### src/rtl/alu_pkg.sv
// alu_pkg: shared ALU opcodes, widths and arbiter state encoding
package alu_pkg;
   localparam int DATA_W = 32;
   localparam int OP_W = 4;
   localparam logic [OP_W-1:0] ALU_ADD = 4'b0000;
   localparam logic [OP_W-1:0] ALU_SUB = 4'b0001;
   localparam logic [OP_W-1:0] ALU_AND = 4'b0010;
   localparam logic [OP_W-1:0] ALU_OR  = 4'b0011;
   localparam logic [OP_W-1:0] ALU_XOR = 4'b0100;
   typedef enum logic {IDLE, RESP} arb_state_e;
endpackage

### src/rtl/alu_arbiter_if.sv
// alu_arbiter_if: request/response handshakes plus the shared ALU connection
interface alu_arbiter_if
   import alu_pkg::*;
#(
   parameter int NUM_REQ = 2,
   parameter int DW = DATA_W,
   parameter int OW = OP_W
);
   logic [NUM_REQ-1:0] req_valid;
   logic [NUM_REQ-1:0] req_ready;
   logic [NUM_REQ*DW-1:0] req_a;
   logic [NUM_REQ*DW-1:0] req_b;
   logic [NUM_REQ*OW-1:0] req_op;
   logic [NUM_REQ-1:0] resp_valid;
   logic [NUM_REQ-1:0] resp_ready;
   logic [DW-1:0] resp_result;
   logic [DW-1:0] alu_a;
   logic [DW-1:0] alu_b;
   logic [OW-1:0] alu_op;
   logic [DW-1:0] alu_result;
   modport slave (
      input req_valid, req_a, req_b, req_op, resp_ready, alu_result,
      output req_ready, resp_valid, resp_result, alu_a, alu_b, alu_op
   );
   modport master (
      output req_valid, req_a, req_b, req_op, resp_ready, alu_result,
      input req_ready, resp_valid, resp_result, alu_a, alu_b, alu_op
   );
endinterface

### src/rtl/rr_arbiter2.sv
// rr_arbiter2: two-way round-robin pick, ptr names the preferred requester
module rr_arbiter2 (
   input  logic [1:0] valid,
   input  logic       ptr,
   output logic [1:0] grant
);
   always_comb begin
      grant[0] = valid[0] & (~ptr | ~valid[1]);
      grant[1] = valid[1] & (ptr | ~valid[0]);
   end
endmodule

### src/rtl/alu_arbiter.sv
// alu_arbiter: shares one combinational ALU between two requesters, registered held result
module alu_arbiter
   import alu_pkg::*;
#(
   parameter int NUM_REQ = 2,
   parameter int DW = DATA_W,
   parameter int OW = OP_W
) (
   input logic clk,
   input logic rst,
   alu_arbiter_if.slave bus
);
   if (NUM_REQ != 2) begin : g_bad_num_req
      $error("alu_arbiter supports NUM_REQ == 2 only");
   end
   arb_state_e state_q, state_d;
   logic rr_ptr_q, rr_ptr_d;
   logic resp_owner_q, resp_owner_d;
   logic [DW-1:0] resp_result_q, resp_result_d;
   logic [1:0] grant;
   logic gidx;
   logic [1:0] req_ready;
   logic [1:0] resp_valid;
   logic [DW-1:0] alu_a, alu_b;
   logic [OW-1:0] alu_op;
   rr_arbiter2 u_rr (
      .valid (bus.req_valid),
      .ptr   (rr_ptr_q),
      .grant (grant)
   );
   assign gidx = grant[1];
   always_comb begin
      state_d = state_q;
      rr_ptr_d = rr_ptr_q;
      resp_owner_d = resp_owner_q;
      resp_result_d = resp_result_q;
      req_ready = '0;
      resp_valid = '0;
      alu_a = '0;
      alu_b = '0;
      alu_op = '0;
      if (state_q == IDLE) begin
         req_ready = grant;
         // a nonzero grant already implies valid & ready, so this is the accepting edge
         if (|grant) begin
            alu_a = gidx ? bus.req_a[DW +: DW] : bus.req_a[0 +: DW];
            alu_b = gidx ? bus.req_b[DW +: DW] : bus.req_b[0 +: DW];
            alu_op = gidx ? bus.req_op[OW +: OW] : bus.req_op[0 +: OW];
            resp_result_d = bus.alu_result;
            resp_owner_d = gidx;
            state_d = RESP;
         end
      end else begin
         resp_valid = resp_owner_q ? 2'b10 : 2'b01;
         if (bus.resp_ready[resp_owner_q]) begin
            state_d = IDLE;
            rr_ptr_d = ~resp_owner_q;
         end
      end
   end
   always_ff @(posedge clk) begin
      if (rst) begin
         state_q <= IDLE;
         rr_ptr_q <= 1'b0;
         resp_owner_q <= 1'b0;
         resp_result_q <= '0;
      end else begin
         state_q <= state_d;
         rr_ptr_q <= rr_ptr_d;
         resp_owner_q <= resp_owner_d;
         resp_result_q <= resp_result_d;
      end
   end
   assign bus.req_ready = req_ready;
   assign bus.resp_valid = resp_valid;
   assign bus.resp_result = resp_result_q;
   assign bus.alu_a = alu_a;
   assign bus.alu_b = alu_b;
   assign bus.alu_op = alu_op;
endmodule

### src/flat_wrapper.sv
// flat-port wrapper written by rule: the top's interface ports become plain ports
module alu_arbiter_flat import alu_pkg::*;
#(
   parameter int NUM_REQ = 2,
   parameter int DW = DATA_W,
   parameter int OW = OP_W
)
  (clk, rst, bus_req_valid, bus_req_a, bus_req_b, bus_req_op, bus_resp_ready, bus_alu_result, bus_req_ready, bus_resp_valid, bus_resp_result, bus_alu_a, bus_alu_b, bus_alu_op);
  alu_arbiter_if #(.NUM_REQ(NUM_REQ), .DW(DW), .OW(OW)) bus_i ();
  input logic clk;
  input logic rst;
  input wire logic [$bits(bus_i.req_valid)-1:0] bus_req_valid;
  input wire logic [$bits(bus_i.req_a)-1:0] bus_req_a;
  input wire logic [$bits(bus_i.req_b)-1:0] bus_req_b;
  input wire logic [$bits(bus_i.req_op)-1:0] bus_req_op;
  input wire logic [$bits(bus_i.resp_ready)-1:0] bus_resp_ready;
  input wire logic [$bits(bus_i.alu_result)-1:0] bus_alu_result;
  output wire logic [$bits(bus_i.req_ready)-1:0] bus_req_ready;
  output wire logic [$bits(bus_i.resp_valid)-1:0] bus_resp_valid;
  output wire logic [$bits(bus_i.resp_result)-1:0] bus_resp_result;
  output wire logic [$bits(bus_i.alu_a)-1:0] bus_alu_a;
  output wire logic [$bits(bus_i.alu_b)-1:0] bus_alu_b;
  output wire logic [$bits(bus_i.alu_op)-1:0] bus_alu_op;
  assign bus_i.req_valid = bus_req_valid;
  assign bus_i.req_a = bus_req_a;
  assign bus_i.req_b = bus_req_b;
  assign bus_i.req_op = bus_req_op;
  assign bus_i.resp_ready = bus_resp_ready;
  assign bus_i.alu_result = bus_alu_result;
  assign bus_req_ready = bus_i.req_ready;
  assign bus_resp_valid = bus_i.resp_valid;
  assign bus_resp_result = bus_i.resp_result;
  assign bus_alu_a = bus_i.alu_a;
  assign bus_alu_b = bus_i.alu_b;
  assign bus_alu_op = bus_i.alu_op;
  alu_arbiter #(.NUM_REQ(NUM_REQ), .DW(DW), .OW(OW)) u_core (.clk(clk), .rst(rst), .bus(bus_i));
endmodule
### config.mk
export PLATFORM = sky130hd
export DESIGN_NAME = alu_arbiter_flat
export DESIGN_NICKNAME = d
export VERILOG_FILES = /design/src/rtl/alu_pkg.sv /design/src/rtl/alu_arbiter_if.sv /design/src/rtl/rr_arbiter2.sv /design/src/rtl/alu_arbiter.sv /design/src/flat_wrapper.sv
export SDC_FILE = /design/constraint.sdc
export NUM_CORES = 1
export LEC_CHECK = 0
export ABC_AREA = 0
export CORE_AREA = 3 3 106 108
export CTS_CLUSTER_DIAMETER = 30
export DETAILED_ROUTE_END_ITERATION = 8
export DIE_AREA = 0 0 109 111
export GPL_ROUTABILITY_DRIVEN = 0
export GPL_TIMING_DRIVEN = 0
export HOLD_SLACK_MARGIN = 0.02
export PLACE_DENSITY = 0.77
export SLEW_MARGIN = 20
export SYNTH_ARGS = -nofsm -noshare
export SYNTH_HDL_FRONTEND = slang
export SYNTH_SLANG_ARGS = --single-unit
### constraint.sdc
create_clock -name clk -period 2.9 [get_ports clk]
set_input_delay 0.435 -clock clk [delete_from_list [all_inputs] [get_ports clk]]
set_output_delay 0.435 -clock clk [all_outputs]
set_load 0.03 [all_outputs]
==> results.ini <==
[run_status]
outcome = complete, no violations

[clock_network]
cts_tree = done
cts_max_level = 2
cts-root-buf = clkbuf_8
clk_pin_slew_worst_paths_ns = 0.07
clk_latency_ns = 0.28
cts_buffer_depth = 2
postCtsHoldBufs = 0
cts_buffers = 5
cts.sinks = 35

[finish]
fin_util = 0.558
diodes = 0
layout_commonest_cell = clkdlybuf4s50_1
drive_gt1_frac = 0.0664
fin_nets = 866
syn2layout_area_growth_pct = 110
design_area_um2 = 5760
mostFrequentLayoutCells = 206 x clkdlybuf4s50_1, 102 x a21oi_1, 68 x o211ai_1

[place]
port_buffers = 275
place_ws_ns = -0.179
dpl.hpwl_mm = 11.8
placed_area_um2 = 5660

[logic_synthesis]
synth_area_per_cell_um2 = 6.68
synth_area_leaders = dfxtp_1 26%, a21oi_1 19%, o211ai_1 19%, o21ai_0 10%, nand2_1 8.8%
yosysTopAreaCell = dfxtp_1
ys_types = 24
yosys_warnings = 0
ys_async_sr_fraction = 0
synth_edf_count = 0
synth_top_area_share = 0.256
syn_nets = 584
syn-instance-count = 410
ys.flop_type = dfxtp_1
syn_area_um2 = 2740
ys_seq_area_frac = 0.256
ys_ff_latch = 35

[pwr]
p_leak_nw = 2.47
powerDensity_nw_per_um2 = 345
vdd_drop_max_v = 0.000307
power_mw = 1.99

[route]
drt-initial-drc-count = 356
vias = 4285
finalWirelength_mm = 14.8
final_antenna_net_count = 0
viasPerCell = 5.17
post_drt_wl_per_cell_um = 17.9
drc_errors = 0
drt_pass1_iterations = 5

[grt]
grt_pass1_wl_mm = 22.3
grt_overflow = 0
antenna_found_initial = 0
grt_pass1_vias = 4105
grtUsageTotal = 0.228
grt_max_degree = 12

[timing]
finalClockSkew_ns = 0.00281
tightest_slew_ns = 0.463
layout_setup_ws_ns = 0.155
setup_tns_ns = 0
setup_viol = 0
relSlewSlack = 0.691
slew_viol_final = 0
finalCritPeriodShare = 0.947
hold_viol = 0
rsz0062_at_grt = no
min_period_ns = 2.75
fmax_mhz = 364

[worst_setup_path]
setup.worst_path.start = bus_req_valid[0]
cp.arrival_ns = 2.31
r2r-start = u_core.state_q
cp-start-kind = primary input
critPathKind = in -> out
critical_path_required_ns = 2.47
endpoint_kind = primary output
reg2reg_depth = 6
crit_fanout = 10

[floorplan]
coreArea_um2 = 10300
num_io_pins = 278
dieWidth_um = 109
initial_core_util = 0.265
dieHeight_um = 111
fp.dieArea_um2 = 12100
fp-row-count = 37

[hold_path]
hold_depth = 2
worstHoldPathType = reg -> reg
min_from = u_core.bus.resp_result[21]

[flow_run]
cap_violations = 0

flip-flops by register name, indices dropped and copies added, names as in the netlist:
register,count
u_core.bus.resp_result,32
u_core.resp_owner_q,1
u_core.rr_ptr_q,1
u_core.state_q,1
where the power goes:
group          internal (mW)  switching (mW)
combinational          0.501           0.611
sequential             0.517          0.0184
clock                  0.168           0.175
through the flow:
stage / instances / hold WS, ns
global placement: 821 / 0.442
global route: 829 / 0.482
floorplan: 410 / 0.496
detailed placement: 821 / 0.446
finish: 829 / 0.454
CTS: 829 / 0.457
final timing paths:
check | endpoint | slack [ns]
min reg2reg | u_core.bus.resp_result[21] | 0.45
min | u_core.bus.resp_result[21] | 0.45
max | bus_req_ready[0] | 0.15
max reg2reg | u_core.bus.resp_result[24] | 1.58
synthesized netlist by cell type (2+ instances only):
master / instances
o211ai_1: 68
nand2_1: 64
buf_6: 9
clkbuf_1: 29
a21oi_1: 102
nor2_1: 2
buf_2: 10
inv_2: 2
dfxtp_1: 35
clkbuf_2: 2
o21ai_1: 13
buf_4: 6
nor2b_1: 2
o21ai_0: 56
metal layers:
metal  share of wire  vias to the layer above  GRT usage  wire length [um]
met5               0                        -          0                 0
met1            0.41                     1986      0.284              6100
li1                -                     2065          -                 -
met3           0.089                       26     0.0588              1320
met4           0.024                        0     0.0673               355
met2            0.48                      208      0.381              7060
worst max-delay path: stages:
cell	delay (ns)
clkdlybuf4s50_1	0.55
inv_2	0.13
buf_2	0.21
a211oi_2	0.25
clkdlybuf4s50_1	0.74
final cells by class:
| type | count | area [um^2] |
|---|---|---|
| Clock inverter | 2 | 12.5 |
| Buffer | 57 | 328 |
| Inverter | 2 | 7.51 |
| Fill cell | 1009 | 4560 |
| Timing Repair Buffer | 275 | 2760 |
| Multi-Input combinational cell | 316 | 1710 |
| Tap cell | 136 | 170 |
| Clock buffer | 6 | 72.6 |
| Sequential cell | 35 | 701 |
repair_timing:
item,4_1_cts,5_1_grt
pin swaps,0,0
cloned,0,0
resized for setup,50,27
setup endpoints to repair,61,29
setup buffers,0,0
cell families (layout without fill, tap and decap cells):
group / Yosys count / in the layout / synth area share
AOI/OAI and AO/OA: 244 / 244 / 0.517
and+or+nand+nor: 71 / 71 / 0.105
DFF: 35 / 35 / 0.256
muxes: 1 / 1 / 0.00365
buffers and inverters: 59 / 342 / 0.119
Note: power is estimated with default switching activity, not from simulation.
